<file path="src/rtl/traffic_light_pkg.sv">
// Shared light codes, phase/FSM encodings and code helpers for the traffic light monitor.
package traffic_light_pkg;

  localparam logic [2:0] CODE_MG = 3'b001;
  localparam logic [2:0] CODE_MY = 3'b010;
  localparam logic [2:0] CODE_CG = 3'b100;
  localparam logic [2:0] CODE_CY = 3'b110;

  localparam logic [7:0] GREEN_DEFAULT  = 8'd5;
  localparam logic [7:0] YELLOW_DEFAULT = 8'd3;

  typedef enum logic [1:0] {
    PH_MG = 2'd0,
    PH_MY = 2'd1,
    PH_CG = 2'd2,
    PH_CY = 2'd3
  } phase_t;

  typedef enum logic [1:0] {
    ST_NO_REF,
    ST_SYNC,
    ST_LOCKED
  } fsm_state_t;

  function automatic logic code_legal(input logic [2:0] code);
    return (code == CODE_MG) || (code == CODE_MY) || (code == CODE_CG) || (code == CODE_CY);
  endfunction

  function automatic phase_t code_phase(input logic [2:0] code);
    case (code)
      CODE_MY: return PH_MY;
      CODE_CG: return PH_CG;
      CODE_CY: return PH_CY;
      default: return PH_MG;
    endcase
  endfunction

  function automatic logic [2:0] successor(input logic [2:0] code);
    case (code)
      CODE_MG: return CODE_MY;
      CODE_MY: return CODE_CG;
      CODE_CG: return CODE_CY;
      default: return CODE_MG;
    endcase
  endfunction

  function automatic logic needs_green(input logic [2:0] code);
    return (code == CODE_MG) || (code == CODE_CG);
  endfunction

endpackage

</file>
<file path="src/rtl/tl_dwell_counter.sv">
// 8-bit dwell counter: load restarts at 1, increment saturates at 255.
module tl_dwell_counter (
  input  logic       clk,
  input  logic       reset,
  input  logic       load,
  input  logic       inc,
  output logic [7:0] count
);

  always_ff @(posedge clk or negedge reset) begin
    if (!reset) begin
      count <= '0;
    end else if (load) begin
      count <= 8'd1;
    end else if (inc && (count != '1)) begin
      count <= count + 8'd1;
    end
  end

endmodule

</file>
<file path="src/rtl/traffic_light_monitor.sv">
// Observes a traffic light code stream, checks successor order and phase dwell,
// and reports registered error pulses plus cycle/error statistics.
module traffic_light_monitor
  import traffic_light_pkg::*;
#(
  parameter logic [7:0] GREEN_CYCLES  = GREEN_DEFAULT,
  parameter logic [7:0] YELLOW_CYCLES = YELLOW_DEFAULT
) (
  input  logic       clk,
  input  logic       reset,
  input  logic [2:0] light_in,
  input  logic       clear,
  output logic [1:0] phase,
  output logic       locked,
  output logic       err_code,
  output logic       err_seq,
  output logic       err_dwell,
  output logic       err_any,
  output logic [7:0] cycle_count,
  output logic [7:0] err_count
);

  fsm_state_t state;
  fsm_state_t next_state;
  logic [2:0] prev_code;
  logic [2:0] next_prev;
  logic [7:0] dwell;
  logic [7:0] required;
  logic       dwell_load;
  logic       dwell_inc;
  logic       fire_code;
  logic       fire_seq;
  logic       fire_dwell;
  logic       cycle_done;
  logic       any_err;

  tl_dwell_counter u_dwell (
    .clk   (clk),
    .reset (reset),
    .load  (dwell_load),
    .inc   (dwell_inc),
    .count (dwell)
  );

  always_comb begin
    required   = needs_green(prev_code) ? GREEN_CYCLES : YELLOW_CYCLES;
    next_state = state;
    next_prev  = prev_code;
    dwell_load = 1'b0;
    dwell_inc  = 1'b0;
    fire_code  = 1'b0;
    fire_seq   = 1'b0;
    fire_dwell = 1'b0;
    cycle_done = 1'b0;
    if (!code_legal(light_in)) begin
      fire_code  = 1'b1;
      next_state = ST_NO_REF;
    end else begin
      case (state)
        ST_NO_REF: begin
          next_prev  = light_in;
          dwell_load = 1'b1;
          next_state = ST_SYNC;
        end
        ST_SYNC: begin
          if (light_in == prev_code) begin
            dwell_inc = 1'b1;
          end else begin
            next_prev  = light_in;
            dwell_load = 1'b1;
            if (light_in == successor(prev_code)) next_state = ST_LOCKED;
          end
        end
        ST_LOCKED: begin
          if (light_in == prev_code) begin
            // Overrun is judged on the count before this sample is added.
            dwell_inc = 1'b1;
            if (dwell == required) begin
              fire_dwell = 1'b1;
              next_state = ST_SYNC;
            end
          end else begin
            next_prev  = light_in;
            dwell_load = 1'b1;
            if (light_in != successor(prev_code)) begin
              fire_seq   = 1'b1;
              next_state = ST_SYNC;
            end else if (dwell < required) begin
              fire_dwell = 1'b1;
              next_state = ST_SYNC;
            end else begin
              cycle_done = (prev_code == CODE_CY);
            end
          end
        end
        default: next_state = ST_NO_REF;
      endcase
    end
    any_err = fire_code | fire_seq | fire_dwell;
  end

  always_ff @(posedge clk or negedge reset) begin
    if (!reset) begin
      state       <= ST_NO_REF;
      prev_code   <= CODE_MG;
      phase       <= '0;
      locked      <= 1'b0;
      err_code    <= 1'b0;
      err_seq     <= 1'b0;
      err_dwell   <= 1'b0;
      err_any     <= 1'b0;
      cycle_count <= '0;
      err_count   <= '0;
    end else begin
      state     <= next_state;
      prev_code <= next_prev;
      locked    <= (next_state == ST_LOCKED);
      err_code  <= fire_code;
      err_seq   <= fire_seq;
      err_dwell <= fire_dwell;
      if (code_legal(light_in)) phase <= code_phase(light_in);
      if (clear) begin
        cycle_count <= '0;
        err_count   <= '0;
        err_any     <= 1'b0;
      end else begin
        if (cycle_done) cycle_count <= cycle_count + 8'd1;
        if (any_err) begin
          err_any <= 1'b1;
          if (err_count != '1) err_count <= err_count + 8'd1;
        end
      end
    end
  end

endmodule
</file>
<file path="config.mk">
export PLATFORM = sky130hd
export DESIGN_NAME = traffic_light_monitor
export DESIGN_NICKNAME = d
export VERILOG_FILES = /design/src/rtl/traffic_light_pkg.sv /design/src/rtl/tl_dwell_counter.sv /design/src/rtl/traffic_light_monitor.sv
export SDC_FILE = /design/constraint.sdc
export NUM_CORES = 1
export LEC_CHECK = 0
export CORE_ASPECT_RATIO = 2
export CORE_MARGIN = 2
export CORE_UTILIZATION = 55
export CTS_BUF_LIST = sky130_fd_sc_hd__clkbuf_16
export CTS_CLUSTER_DIAMETER = 120
export DETAILED_ROUTE_END_ITERATION = 10
export PLACE_DENSITY_LB_ADDON = 0.15
export SLEW_MARGIN = 10
export SYNTH_ARGS = -nofsm -noshare
export SYNTH_HDL_FRONTEND = slang
export SYNTH_SLANG_ARGS = --single-unit
</file>
<file path="constraint.sdc">
create_clock -name clk -period 3 [get_ports clk]
set_input_delay 0.6 -clock clk [delete_from_list [all_inputs] [get_ports clk]]
set_output_delay 0.6 -clock clk [all_outputs]
set_load 0.005 [all_outputs]
</file>
# [Yosys cells after proc, flatten, opt, wreduce, memory -nomap -nowiden]
# Cells that the tools add are included.
[word_totals] ff_bits=36 input_bits=6 elab_cells=98
[op_classes] n_addsub=3 order_cmp=1 eq_ne=18 n_mux=49 n_bitwise=2 reduce_logical=14
[ops] op="8-bit two-way mux" count=7
[ops] op="8-bit by 1-bit adder with 8-bit output, second input constant" count=3
[ops] op="1-bit two-way mux" count=23
[ops] op="3-bit two-way mux" count=7
[ops] op="8-bit inequality test, second input constant" count=2
[ops] op="2-bit two-way mux" count=7
[ops] op="3-bit == test, second input constant" count=4
[ops] op="2-bit one-hot mux with 3 select lines" count=2
[ops] op="2-bit nonzero test" count=5
[ops] op="3-bit one-hot mux with 3 select lines" count=1
[ops] op="8-bit by 3-bit == test with 1-bit output" count=1
[ops] op="8-bit by 3-bit less-than comparator with 1-bit output" count=1
[ops] op="3-bit by 1-bit == test with 1-bit output, second input constant" count=2
[ops] op="3-bit by 2-bit == test with 1-bit output, second input constant" count=2
[ops] op="3-bit == test" count=2
[ops] op="3-bit one-hot mux with 2 select lines" count=1
[ops] op="2-bit == test, second input constant" count=2
[ops] op="1-bit logical OR" count=4
[ops] op="3-bit inequality test" count=1
[ops] op="3-bit AND reduction" count=1
[ops] op="2-bit by 1-bit == test with 1-bit output, second input constant" count=1
[ops] op="2-bit zero test" count=1
[ops] op="2-bit inequality test, second input constant" count=1
[ops] op="1-bit OR" count=2
[ops] op="4 further kinds" count=4

# [Depth between registers and ports, before layout]
[depth] ltp_word=14 mapped_depth=11 depth_no_buf=10

# [Hierarchy]
# From an unflattened synthesis, not the netlist that was laid out.
[hier_totals] hier_cells=237 hier_area_um2=2175.8
[by_module_without_submodules] module="traffic_light_monitor" instances=1 cells_each=188 area_each_um2=1712.9 seq_area_each_um2=701.9
[by_module_without_submodules] module="tl_dwell_counter" instances=1 cells_each=49 area_each_um2=462.9 seq_area_each_um2=200.2

# [Worst setup path after synthesis]
# Ideal clock, no wire load.
[synth_timing] path_kind="flip-flop to flip-flop" start="register prev_code[0]" end="register cycle_count[2]" setup_ns=0.127 arrival_time_ns=2.554 required_ns=2.873 setup_slack_ns=0.319 stages_incl_launch_ff=11 path_buffers=1 synth_period_minus_slack_ns=2.681 path_cell_list="dfstp_2 buf_2 xor2_1 nor2b_1 ha_1 a21o_1 a211o_1 o22ai_2 nor2_2 nand2_1 mux2_1"
[synth_between] elab_chain_len=11 elab_cells_between_ends=19 cone_classes="order compare (1); eq/ne (6); mux (10); reduce/logical (2)"
[synth_rtl] element="start, declared" line="traffic_light_monitor.sv:25" rtl="logic [2:0] prev_code;"
[synth_rtl] element="start signal, assigned" line="traffic_light_monitor.sv:116" rtl="prev_code <= next_prev;"
[synth_rtl] element="parallel branches: the longest is 7 deep, another holds 8-bit by 3-bit less-than comparator with 1-bit output"
[synth_rtl] element="1-bit two-way mux *" line="traffic_light_monitor.sv:75" rtl="if (light_in == prev_code) begin"
[synth_rtl] element="1-bit two-way mux *" line="traffic_light_monitor.sv:59" rtl="case (state)"
[synth_rtl] element="1-bit two-way mux *" line="traffic_light_monitor.sv:55" rtl="if (!code_legal(light_in)) begin"
[synth_rtl] element="2-bit nonzero test (no source line) *"
[synth_rtl] element="end signal, assigned" line="traffic_light_monitor.sv:127" rtl="if (cycle_done) cycle_count <= cycle_count + 8'd1;"
[synth_rtl] element="end, declared" line="traffic_light_monitor.sv:19" rtl="output logic [7:0] cycle_count,"
# Mark *: on every way between the ends. The select of a mux whose other input is x is not followed.
# A chain may end at the register's enable or synchronous reset.

# [Worst setup path in the final report]
[layout_timing] start="register prev_code[2]" end="register cycle_count[2]"
# The elaborated chain is that of the path after synthesis.

==> results summary <==
The total number of vias came out at 1,870. When the netlist entered floorplanning its net count stood at 254. The reg-to-reg critical path endpoint is cycle_count[2].

The flip-flop cell with the highest count after synthesis is dfrtp_1. The worst path uses 92.3% of the clock period. Dividing the synthesized area by the synthesized cell count gives 9.33 um2. On the critical path, the stage with the largest delay is an instance of dfrtp_1. For this run, the share of the core covered by cells in the final layout is 70.9%. After detailed routing, the total wire length is 4760 um. The net total in the final layout is 292.

CTS saw 36 sinks. The clock transition time at the flip-flop clock pins of the worst setup and hold paths is 0.05 ns. The flow ran to the end, and the final reports show no timing, DRC or antenna violations.

The peak clock frequency supported by timing came out at 361 MHz. The worst hold path terminates at err_any. The number of diodes added for antenna fixing is 0. The detailed-route vias per instance came out at 5.68. The TritonCTS buffer count is 5.

After detailed placement, the total cell area comes to 0.00262 mm2. The number of placed cells counting well taps is 321. The area of all placed cells without fillers came out at 0.00275 mm2. The pin count of the biggest net entering global routing is 37.

Setup violations remaining at the end of the flow were counted as 0. The count of buffers added by post-CTS timing repair for setup came out at 0. In this run the most critical hold path is launched from err_any. The first global-routing pass estimated 8160 um of wire. The delay of the slowest critical-path stage is 0.54 ns. The data required time of the critical path is 3.16 ns.

In this run, synthesis produced a sequential element count of 36. Counting both buffers and inverters, the worst setup path holds a total of 0. The overall die area came out at 0.00461 mm2.

The maximum buffer depth of the clock tree came out at 2. The count of routing violations after the opening detailed-route iteration came out at 29. The I/O pin count is 29. The largest fanout on the critical path came out at 10. By area, the combinational part of the netlist is dominated by simple AND/OR/NAND/NOR gates. For this design, the CTS-stage hold fixing added 0 buffers. The final critical-path setup slack is 0.231 ns. The insertion delay to the later sink of the worst-skew pair came out at 0.28 ns. The static power due to leakage came out at 0.00117 uW.

The summed negative setup slack over all endpoints came out at 0 ns. The final antenna-violating net count came out at 0. For this configuration, the core starts out at a cell density of 57.4%. The CTS tree is built. For this run, the register share of the synthesized area comes to 40.4%. The sequential cell fraction of total power came out at 42.6%.

The share of cells above drive strength 1 is 13.3%. The max-cap check violation count is 0. The detailed-router iteration count before antenna repair came out at 4. The number of unique standard cell types used by synthesis came out at 55. The post-synthesis to final-layout area growth is 23.4%. The cell depth of the worst hold path came out at 2. The synthesized netlist devotes 27.9% of its cell area to simple gates.

The post-synthesis cell area is 0.00223 mm2. The adder-cell share of the synthesized area is 5.05%. Leaving out fill and tap cells, the most frequent cells in the layout are dfrtp_1, nor2_1, clkdlybuf4s50_1.

The type of destination of the critical path is a flop. For the worst flop-to-flop path, the logic depth is 9. After the flow finishes, the layout carries non-filler instances totaling 329. The share of total power dissipated in the clock network is 39.0%. The start of the worst register-to-register path is prev_code[2]. The worst-case IR drop observed on VDD is 0.000337 V. The data arrival at the endpoint of the critical path came out at 2.93 ns.

The number of enable flip-flop cells after synthesis is 0. The share of total power consumed by net switching came out at 26.6%. The worst-case register-to-register setup slack is 0.23 ns. In this run the clock root is driven by a clkbuf_16. The number of hold-slack violations in the final timing report is 0. The via count of the first global-routing pass is 1,817.

The critical path is of the reg -> reg type. The synthesis warning total came out at 0. Measured along the x axis, the die boundary spans 49.0 um.

The number of port buffers came out at 28. The number of antenna violations at the first check in global routing came out at 0. The number of slew-limit violations in the final report is 0. The number of gates resized after CTS is 0.

The critical path goes through xor2_1 -> nor2b_1 -> ha_1 -> a21o_1 -> a211o_1 -> o22ai_2 -> nor2_2 -> nand2_1 -> mux2_1. The XOR/XNOR share of the synthesized area is 7.07%. Headroom to the max-slew limit came out at 62.2%. The global routing usage summed across all routing layers is 23.0%. Setup repair after global routing left no endpoint under its margin.

The routability congestion estimate came out at 0.856. From bottom edge to top edge, the die measures 94.1 um. The classification of the worst-slack hold path is reg -> reg.

The net switching power of the design is 329 uW. The share of total power dissipated in combinational logic is 18.4%. Internal power comes to 908 uW. The mux cell area share after synthesis is 3.37%.

Leaving out fill and tap cells, the most frequent cell in the layout is dfrtp_1. The measured slew at the worst slew-check pin is 0.564 ns. The core region area is 0.00388 mm2.

The remaining design rule violation count came out at 0. The type of element launching the critical path is a flop. The fraction of the mapped netlist area in compound gates came out at 12.6%. The cell count after synthesis came out at 239. The dominant delay contributor by cell family on the critical path is compound AO/OA/AOI/OAI gates. The total overflow reported by the global router came out at 0. The share of synthesized flip-flops with an asynchronous set or reset is 100%. The maximum level of the CTS H-tree is 2.

The time the worst path needs with I/O delays and setup came out at 2.77 ns. The detailed placement HPWL is 3550 um. The clock tree skew after final layout is 0.00392 ns.

The worst slack after detailed placement is -0.0307 ns. The power density over the cells came out at 450 mW/mm2. The detail-routed net length per standard cell is 14.5 um. The row count is 32.
-- synth_stat cells, types with 3 or more instances --
| master | instances | area, um2 |
|---|---|---|
| a21oi_1 | 20 | 100 |
| and3_1 | 5 | 31.3 |
| and4_1 | 3 | 26.3 |
| buf_2 | 4 | 20.0 |
| clkbuf_1 | 3 | 11.3 |
| dfrtp_1 | 35 | 876 |
| ha_1 | 9 | 113 |
| inv_1 | 6 | 22.5 |
| mux2_2 | 3 | 33.8 |
| mux2i_1 | 3 | 30.0 |
| nand2_1 | 17 | 63.8 |
| nand2b_1 | 8 | 50.1 |
| nand3_1 | 9 | 45.0 |
| nor2_1 | 31 | 116 |
| nor3_1 | 5 | 25.0 |
| nor4_2 | 5 | 62.6 |
| o21ai_0 | 8 | 40.0 |
| or3_1 | 3 | 18.8 |
| xnor2_1 | 10 | 87.6 |
| xor2_1 | 8 | 70.1 |
-- state kept, by name, indices dropped and copies added (netlist names) --
name and count:
u_dwell.count 8, err_count 8, state 2, err_seq 1
cycle_count 8, err_code 1, phase 2, err_dwell 1
err_any 1, prev_code 3, locked 1
-- cells by family (layout without fill, tap and decap cells) --
| logic type | Yosys count | count (layout) |
|---|---|---|
| XOR/XNOR | 18 | 18 |
| adder cells (fa/ha/maj) | 9 | 9 |
| multiplexers | 7 | 7 |
| AND/OR/NAND/NOR | 108 | 108 |
| AO/OA/AOI/OAI | 45 | 45 |
| buffers and inverters | 16 | 55 |
| flip-flops | 36 | 36 |
-- metal layers --
metal	part of all wire [%]	vias up	GRT usage [%]
met2	57	39	43.6
met1	37	898	23.2
met4	3.2	0	12.9
met5	0	-	0
met3	2.5	13	3.66
li1	-	920	-
-- area by class of cell --
cell class              count  area, um2
multi-input cells         187       1250
fillers                   322       1130
clock inverters             3       12.5
inverters                   6       22.5
well taps                  51       63.8
repair buffers             41        378
flip-flops and latches     36        902
clock buffers               5        125
-- tightest hold or removal path, cell delays in order, from the launching register on --
cell	delay (ns)
dfrtp_1	0.35
nor2_1	0.05
nor2_1	0.08
-- through the flow --
stage          hold WS [ns]  total power [uW]
2_1_floorplan         0.304               682
3_3_place_gp          0.480               756
3_5_place_dp          0.499               762
4_1_cts               0.514              1250
5_1_grt               0.532              1300
6_report              0.514              1240
-- power groups by stage --
stage	Clock (uW)	Sequential (uW)	Combinational [uW]
2_1_floorplan	0	528	154
3_3_place_gp	0	533	223
4_1_cts	497	526	230
5_1_grt	516	529	254
3_5_place_dp	0	535	227
6_report	483	527	228
-- worst max-delay path by stage --
stage                       startpoint             end  slack, ns  depth (start not counted)
after floorplan           prev_code[0]  cycle_count[2]       0.32                         10
after global placement     light_in[1]  cycle_count[7]      0.007                          7
after detailed placement   light_in[1]  cycle_count[6]      -0.03                          7
after CTS                 prev_code[2]  cycle_count[2]       0.24                          9
after global routing      prev_code[2]  cycle_count[2]       0.06                          9
final                     prev_code[2]  cycle_count[2]       0.23                          9
No activity file was read; power rests on OpenSTA's default activity.
